File: config.mk
export PLATFORM = sky130hd
export DESIGN_NAME = arithmetic_seq_unit_flat
export DESIGN_NICKNAME = d
export VERILOG_FILES = /design/src/rtl/arithmetic_seq_unit_if.sv /design/src/rtl/arithmetic_seq_unit.sv /design/src/flat_wrapper.sv
export SDC_FILE = /design/constraint.sdc
export NUM_CORES = 1
export LEC_CHECK = 0
export ABC_AREA = 0
export BUFFER_PORTS_ARGS = -buffer_cell sky130_fd_sc_hd__buf_2
export CAP_MARGIN = 25
export CORE_UTILIZATION = 41
export DETAILED_ROUTE_END_ITERATION = 6
export SYNTH_ARGS = -nofsm -noshare
export SYNTH_HDL_FRONTEND = slang
export SYNTH_SLANG_ARGS = --single-unit
File: constraint.sdc
create_clock -name clk -period 5.03 [get_ports clk]
set_clock_uncertainty 0.1 [all_clocks]
set_input_delay 0.2515 -clock clk [delete_from_list [all_inputs] [get_ports clk]]
set_output_delay 0.2515 -clock clk [all_outputs]
set_load 0.05 [all_outputs]
File: src/rtl/arithmetic_seq_unit_if.sv
// ============================================================================
// arithmetic_seq_unit_if : operand/result handshake bundle for arithmetic_seq_unit
// Revision: 1.0
// ============================================================================
`default_nettype none

interface arithmetic_seq_unit_if #(
  parameter int WIDTH = 4
);
  logic             in_valid;
  logic             in_ready;
  logic [3:0]       op;
  logic [WIDTH-1:0] a;
  logic [WIDTH-1:0] b;
  logic             out_valid;
  logic             out_ready;
  logic [WIDTH-1:0] result;
  logic [WIDTH-1:0] result_hi;
  logic             wr_en;
  logic             err;
  logic             flag_c;
  logic             flag_v;
  logic             flag_z;
  logic             flag_n;

  modport master (
    output in_valid, op, a, b, out_ready,
    input  in_ready, out_valid, result, result_hi, wr_en, err,
           flag_c, flag_v, flag_z, flag_n
  );

  modport slave (
    input  in_valid, op, a, b, out_ready,
    output in_ready, out_valid, result, result_hi, wr_en, err,
           flag_c, flag_v, flag_z, flag_n
  );
endinterface

`default_nettype wire

File: src/rtl/arithmetic_seq_unit.sv
// ============================================================================
// arithmetic_seq_unit : handshaked ALU with persistent C/V/Z/N flags and shift-add MUL
// Revision: 1.0
// ============================================================================
`default_nettype none

module arithmetic_seq_unit #(
  parameter int WIDTH = 4
) (
  input  wire logic           clk,
  input  wire logic           rst,
  arithmetic_seq_unit_if.slave bus
);

  localparam logic [3:0] c_OP_ADD = 4'b0000;
  localparam logic [3:0] c_OP_SUB = 4'b0001;
  localparam logic [3:0] c_OP_INC = 4'b0010;
  localparam logic [3:0] c_OP_DEC = 4'b0011;
  localparam logic [3:0] c_OP_CMP = 4'b0100;
  localparam logic [3:0] c_OP_ADC = 4'b0101;
  localparam logic [3:0] c_OP_SBC = 4'b0110;
  localparam logic [3:0] c_OP_MUL = 4'b0111;

  localparam int              CW         = (WIDTH > 2) ? $clog2(WIDTH) : 1;
  localparam logic [CW-1:0]   c_CNT_LAST = CW'(WIDTH - 1);
  localparam logic [WIDTH:0]  c_ONE      = {{WIDTH{1'b0}}, 1'b1};
  localparam logic [WIDTH-1:0] c_INC_OVF = {1'b0, {(WIDTH-1){1'b1}}};
  localparam logic [WIDTH-1:0] c_DEC_OVF = {1'b1, {(WIDTH-1){1'b0}}};
  localparam int              MSB        = WIDTH - 1;

  typedef enum logic [1:0] {
    S_IDLE     = 2'd0,
    S_MUL_BUSY = 2'd1,
    S_DONE     = 2'd2
  } state_t;

  state_t r_state;
  state_t w_state_next;
  logic   w_in_ready;
  logic   w_accept;
  logic   w_mul_last;

  logic [CW-1:0]      r_cnt;
  logic [2*WIDTH-1:0] r_acc;
  logic [2*WIDTH-1:0] r_mcand;
  logic [WIDTH-1:0]   r_mplier;
  logic [2*WIDTH-1:0] w_acc_next;

  logic             r_out_valid;
  logic [WIDTH-1:0] r_result;
  logic [WIDTH-1:0] r_result_hi;
  logic             r_wr_en;
  logic             r_err;
  logic             r_flag_c;
  logic             r_flag_v;
  logic             r_flag_z;
  logic             r_flag_n;

  logic [WIDTH:0]   w_a_ext;
  logic [WIDTH:0]   w_b_ext;
  logic [WIDTH:0]   w_cin;
  logic [WIDTH:0]   w_sum;
  logic             w_v;
  logic             w_wr;
  logic             w_err;

  always_ff @(posedge clk) begin
    if (rst) r_state <= S_IDLE;
    else     r_state <= w_state_next;
  end

  always_comb begin
    w_state_next = r_state;
    w_in_ready   = 1'b0;
    w_mul_last   = 1'b0;
    case (r_state)
      S_IDLE:     w_in_ready = 1'b1;
      S_MUL_BUSY: begin
        w_mul_last = (r_cnt == c_CNT_LAST);
        if (w_mul_last) w_state_next = S_DONE;
      end
      S_DONE: begin
        w_in_ready = bus.out_ready;
        if (bus.out_ready) w_state_next = S_IDLE;
      end
      default:    w_state_next = S_IDLE;
    endcase
    if (rst) w_in_ready = 1'b0;
    w_accept = bus.in_valid && w_in_ready;
    if (w_accept) w_state_next = (bus.op == c_OP_MUL) ? S_MUL_BUSY : S_DONE;
  end

  // Single-cycle datapath: everything is evaluated at WIDTH+1 bits so bit WIDTH is carry/borrow.
  always_comb begin
    w_a_ext = {1'b0, bus.a};
    w_b_ext = {1'b0, bus.b};
    w_cin   = {{WIDTH{1'b0}}, r_flag_c};
    w_sum   = '0;
    w_v     = 1'b0;
    w_wr    = 1'b1;
    w_err   = 1'b0;
    case (bus.op)
      c_OP_ADD: begin
        w_sum = w_a_ext + w_b_ext;
        w_v   = (bus.a[MSB] == bus.b[MSB]) && (w_sum[MSB] != bus.a[MSB]);
      end
      c_OP_ADC: begin
        w_sum = w_a_ext + w_b_ext + w_cin;
        w_v   = (bus.a[MSB] == bus.b[MSB]) && (w_sum[MSB] != bus.a[MSB]);
      end
      c_OP_SUB, c_OP_CMP: begin
        w_sum = w_a_ext - w_b_ext;
        w_v   = (bus.a[MSB] != bus.b[MSB]) && (w_sum[MSB] != bus.a[MSB]);
        w_wr  = (bus.op != c_OP_CMP);
      end
      c_OP_SBC: begin
        w_sum = w_a_ext - w_b_ext - w_cin;
        w_v   = (bus.a[MSB] != bus.b[MSB]) && (w_sum[MSB] != bus.a[MSB]);
      end
      c_OP_INC: begin
        w_sum = w_a_ext + c_ONE;
        w_v   = (bus.a == c_INC_OVF);
      end
      c_OP_DEC: begin
        w_sum = w_a_ext - c_ONE;
        w_v   = (bus.a == c_DEC_OVF);
      end
      c_OP_MUL: w_sum = '0;
      default: begin
        w_wr  = 1'b0;
        w_err = 1'b1;
      end
    endcase
  end

  assign w_acc_next = r_acc + (r_mplier[0] ? r_mcand : '0);

  always_ff @(posedge clk) begin
    if (rst) begin
      r_cnt       <= '0;
      r_acc       <= '0;
      r_mcand     <= '0;
      r_mplier    <= '0;
      r_out_valid <= 1'b0;
      r_result    <= '0;
      r_result_hi <= '0;
      r_wr_en     <= 1'b0;
      r_err       <= 1'b0;
      r_flag_c    <= 1'b0;
      r_flag_v    <= 1'b0;
      r_flag_z    <= 1'b0;
      r_flag_n    <= 1'b0;
    end else if (w_accept) begin
      if (bus.op == c_OP_MUL) begin
        r_cnt       <= '0;
        r_acc       <= '0;
        r_mcand     <= {{WIDTH{1'b0}}, bus.a};
        r_mplier    <= bus.b;
        r_out_valid <= 1'b0;
        r_wr_en     <= 1'b0;
        r_err       <= 1'b0;
      end else begin
        r_out_valid <= 1'b1;
        r_result    <= w_err ? '0 : w_sum[WIDTH-1:0];
        r_result_hi <= '0;
        r_wr_en     <= w_wr;
        r_err       <= w_err;
        if (!w_err) begin
          r_flag_c <= w_sum[WIDTH];
          r_flag_v <= w_v;
          r_flag_z <= (w_sum[WIDTH-1:0] == '0);
          r_flag_n <= w_sum[MSB];
        end
      end
    end else if (r_state == S_MUL_BUSY) begin
      r_acc    <= w_acc_next;
      r_mcand  <= r_mcand << 1;
      r_mplier <= r_mplier >> 1;
      r_cnt    <= r_cnt + 1'b1;
      if (w_mul_last) begin
        r_out_valid <= 1'b1;
        r_result    <= w_acc_next[WIDTH-1:0];
        r_result_hi <= w_acc_next[2*WIDTH-1:WIDTH];
        r_wr_en     <= 1'b1;
        r_err       <= 1'b0;
        r_flag_c    <= |w_acc_next[2*WIDTH-1:WIDTH];
        r_flag_v    <= |w_acc_next[2*WIDTH-1:WIDTH];
        r_flag_z    <= (w_acc_next[WIDTH-1:0] == '0);
        r_flag_n    <= w_acc_next[MSB];
      end
    end else if (r_state == S_DONE && bus.out_ready) begin
      r_out_valid <= 1'b0;
      r_wr_en     <= 1'b0;
      r_err       <= 1'b0;
    end
  end

  assign bus.in_ready  = w_in_ready;
  assign bus.out_valid = r_out_valid;
  assign bus.result    = r_result;
  assign bus.result_hi = r_result_hi;
  assign bus.wr_en     = r_wr_en;
  assign bus.err       = r_err;
  assign bus.flag_c    = r_flag_c;
  assign bus.flag_v    = r_flag_v;
  assign bus.flag_z    = r_flag_z;
  assign bus.flag_n    = r_flag_n;

endmodule

`default_nettype wire

File: src/flat_wrapper.sv
// flat-port wrapper written by rule: the top's interface ports become plain ports
module arithmetic_seq_unit_flat 
#(
  parameter int WIDTH = 4
)
  (clk, rst, bus_in_valid, bus_op, bus_a, bus_b, bus_out_ready, bus_in_ready, bus_out_valid, bus_result, bus_result_hi, bus_wr_en, bus_err, bus_flag_c, bus_flag_v, bus_flag_z, bus_flag_n);
  arithmetic_seq_unit_if #(.WIDTH(WIDTH)) bus_i ();
  input  wire logic clk;
  input  wire logic rst;
  input wire logic [$bits(bus_i.in_valid)-1:0] bus_in_valid;
  input wire logic [$bits(bus_i.op)-1:0] bus_op;
  input wire logic [$bits(bus_i.a)-1:0] bus_a;
  input wire logic [$bits(bus_i.b)-1:0] bus_b;
  input wire logic [$bits(bus_i.out_ready)-1:0] bus_out_ready;
  output wire logic [$bits(bus_i.in_ready)-1:0] bus_in_ready;
  output wire logic [$bits(bus_i.out_valid)-1:0] bus_out_valid;
  output wire logic [$bits(bus_i.result)-1:0] bus_result;
  output wire logic [$bits(bus_i.result_hi)-1:0] bus_result_hi;
  output wire logic [$bits(bus_i.wr_en)-1:0] bus_wr_en;
  output wire logic [$bits(bus_i.err)-1:0] bus_err;
  output wire logic [$bits(bus_i.flag_c)-1:0] bus_flag_c;
  output wire logic [$bits(bus_i.flag_v)-1:0] bus_flag_v;
  output wire logic [$bits(bus_i.flag_z)-1:0] bus_flag_z;
  output wire logic [$bits(bus_i.flag_n)-1:0] bus_flag_n;
  assign bus_i.in_valid = bus_in_valid;
  assign bus_i.op = bus_op;
  assign bus_i.a = bus_a;
  assign bus_i.b = bus_b;
  assign bus_i.out_ready = bus_out_ready;
  assign bus_in_ready = bus_i.in_ready;
  assign bus_out_valid = bus_i.out_valid;
  assign bus_result = bus_i.result;
  assign bus_result_hi = bus_i.result_hi;
  assign bus_wr_en = bus_i.wr_en;
  assign bus_err = bus_i.err;
  assign bus_flag_c = bus_i.flag_c;
  assign bus_flag_v = bus_i.flag_v;
  assign bus_flag_z = bus_i.flag_z;
  assign bus_flag_n = bus_i.flag_n;
  arithmetic_seq_unit #(.WIDTH(WIDTH)) u_core (.clk(clk), .rst(rst), .bus(bus_i));
endmodule
==> reports/qor.txt <==
CP endpoint kind: register
HP Class: in2reg
Max Slew Vio Count: 0
Metal3 WL: 211 um
Switching share of power: 32.0%
First-pass GRT wire length: 13.3 mm
Post-CTS Resized: 0
WS Path Type: reg2reg
Min-Delay Endpoint: u_core.r_mplier[3]
Startpoint types: register
Row Count: 31
Longest Clk Path Bufs: 2
Antenna violations before repair: 0
First drt pass iteration count: 4
Nets@finish: 454
Largest stage delay, worst path: 440 ps
Hold WS: 143 ps
Worst-Margin Slew: 948 ps
Min-delay src: bus_b[3]
CTS Sinks: 39
Post-CTS Setup Bufs: 0
Slew HR: 36.2%
Avg WL per Cell: 15.6 um
Leakage: 1.34 nW
Status: completed
Synth cell types: 61
Post-Syn Nets: 438
Final setup TNS: 0 ps
Yosys Warn Count: 0
Fin util: 46.0%
Arrival time at the worst endpoint: 3080 ps
Dpl hpwl: 5.90 mm
Met2 WL: 3.63 mm
DRT iter0 DRCs: 95
Post-CTS Hold Fix Bufs: 0
Primary FF master, synth: dfxtp_1
Die area: 0.00786 mm2
Post-synth EDFFs: 0
Clk slew on worst S/H paths: 80 ps
Syn-to-layout area delta: 8.37%
FF+latch count, synth: 39
Final period util: 60.1%
R2R cell count: 9
Max_cap viols: 0
Via count: 2925
Layout cells sized above 1: 11.4%
Clock root cell: clkbuf_8
DIE HEIGHT: 88.6 um
Placer congestion estimate: 0.906
Cell Int Power: 0.000481 W
Sequential area share after synthesis: 25.4%
Vias in the first global route: 2753
Port Buffers: 31
Slowest-stage cell, CP: fa_1
DRT Wirelength: 7.97 mm
Worst vdd ir: 0.157 mV
Overall routing resource usage: 21.7%
Flop2flop setup slack: 2010 ps
Worst setup margin: 2010 ps
Final Hold Fails: 0
Cells after synthesis: 397
Cell chain of the critical path: and2_1 > ha_1 > fa_1 > a211oi_1 > or4b_1 > o2111ai_1 > o21ai_0 > nor4bb_1 > o32ai_1
Largest net degree at the start of global routing: 44
Clock power frac: 31.1%
Die W: 88.6 um
Top sig layer: met4
Sequential power share: 45.4%
Switching Power: 0.000226 W
CTS buffer count: 5
Final setup fails: 0
Wl on met1: 4.04 mm
TritonCTS clock tree: done
Comb pwr share: 23.5%
Syn_area_per_cell: 7.75 um2
Pwr dens: 212 mW/mm2
Avg Vias per Cell: 5.71
Post-synth ARST share: 0%
CP required: 5080 ps
Worst-skew pair later-pin latency: 300 ps
H-tree depth: 2
DRC viols: 0
Inserted Diodes: 0
GR Overflow Total: 0
# fillers: 762
Post-DRT Antenna Nets: 0
Finished Layout Cells: 512
Post-place setup slack: 1840 ps
Final worst path period need: 3020 ps
Reg2Reg Launch Point: u_core.r_mplier[0]
Crit Reg-Reg Endpoint: u_core.bus.flag_v
Worst Hold Depth: 3
Synth Cell Area: 0.00308 mm2
I/O Pins: 32
Placed insts: 505
Initial core utilization: 42.4%
Core ar.: 0.00725 mm2
Maximum clock frequency: 331 MHz
CP max FO: 9
RSZ-0062 raised after global routing: false
==> synth_stat cells (4+ instances only) <==
cell type / instances / area (um2)
nand2_1: 52 / 195
dfxtp_1: 39 / 781
a21oi_1: 38 / 190
nor2_1: 31 / 116
nand3_1: 23 / 115
ha_1: 22 / 275
inv_1: 16 / 60.1
clkbuf_1: 15 / 56.3
o21ai_0: 13 / 65.1
and2_1: 8 / 50.1
mux2i_1: 8 / 80.1
nor3b_1: 8 / 60.1
a31oi_1: 7 / 43.8
nand2b_1: 7 / 43.8
xor2_1: 7 / 61.3
a21o_1: 6 / 45.0
a311oi_1: 6 / 52.6
nand4_1: 6 / 37.5
nor3_1: 6 / 30.0
xnor2_1: 6 / 52.6
a211oi_1: 4 / 30.0
nand3b_1: 4 / 30.0
==> worst max-delay path by stage <==
stage | startpoint | end | cells past startpoint
2_1_floorplan | u_core.r_mplier[0] | u_core.bus.flag_v | 9
3_3_place_gp | rst | u_core.r_cnt[0] | 7
3_5_place_dp | rst | u_core.r_mcand[1] | 7
4_1_cts | u_core.r_mplier[0] | u_core.bus.flag_v | 9
5_1_grt | u_core.r_mplier[0] | u_core.bus.flag_v | 9
6_report | u_core.r_mplier[0] | u_core.bus.flag_v | 9
==> state kept, by name (all words and copies together) (netlist names), 2 cells and up <==
| register | flops |
|---|---|
| u_core.bus.result_hi | 4 |
| u_core.r_acc | 8 |
| u_core.r_mplier | 4 |
| u_core.r_state | 2 |
| u_core.r_cnt | 2 |
| u_core.r_mcand | 8 |
| u_core.bus.result | 4 |
==> metrics by stage <==
stage          power, W  area (um2)
2_1_floorplan  0.000453        3080
3_3_place_gp   0.000492        3250
3_5_place_dp   0.000493        3250
4_1_cts        0.000709        3340
5_1_grt        0.000738        3340
6_report       0.000707        3340
==> routing by layer <==
metal	vias up	track usage, %
met4	0	5.13
met5	-	0
li1	1467	-
met1	1405	31.0
met2	43	34.5
met3	10	2.80
==> critical path: cells and delay by family, from the launching register on <==
| family | cells | cell delay [ps] |
|---|---|---|
| compound gates | 4 | 950 |
| flops | 1 | 390 |
| fa+ha+maj | 2 | 660 |
| simple gates | 3 | 780 |
==> layout by cell type, fill, tap and decap left out, types with 13 or more instances in the layout <==
cell     instances
a21oi_1         38
inv_1           16
buf_2           31
nand2_1         52
dfxtp_1         39
nor2_1          31
o21ai_0         13
ha_1            22
nand3_1         23
==> cell families (layout without fill, tap and decap cells) <==
family	after synthesis	count (layout)	synth area share, %
xor gates and xnor gates	13	13	3.70
AOI/OAI and AO/OA	100	100	21.6
buffers and inverters	39	55	5.73
adders and majority gates	25	25	10.9
muxes	10	10	3.33
DFF	39	39	25.4
and+or+nand+nor	171	171	29.4
==> power groups by stage <==
stage	sequential, W	clock (W)	combinational, W
6_report	0.000321	0.000220	0.000166
5_1_grt	0.000322	0.000235	0.000182
3_3_place_gp	0.000328	0	0.000164
2_1_floorplan	0.000342	0	0.000111
3_5_place_dp	0.000328	0	0.000164
4_1_cts	0.000321	0.000223	0.000165
==> layout make-up <==
type                            instances  area [um2]  area share, %
Clock inverter                          1        5.00          0.150
Timing Repair Buffer                   32         163           4.88
Sequential cell                        39         781           23.4
Tap cell                               99         124           3.71
Clock buffer                            6        82.6           2.48
Inverter                               16        60.1           1.80
Multi-Input combinational cell        319        2120           63.6
Note: power is estimated with default switching activity, not from simulation.
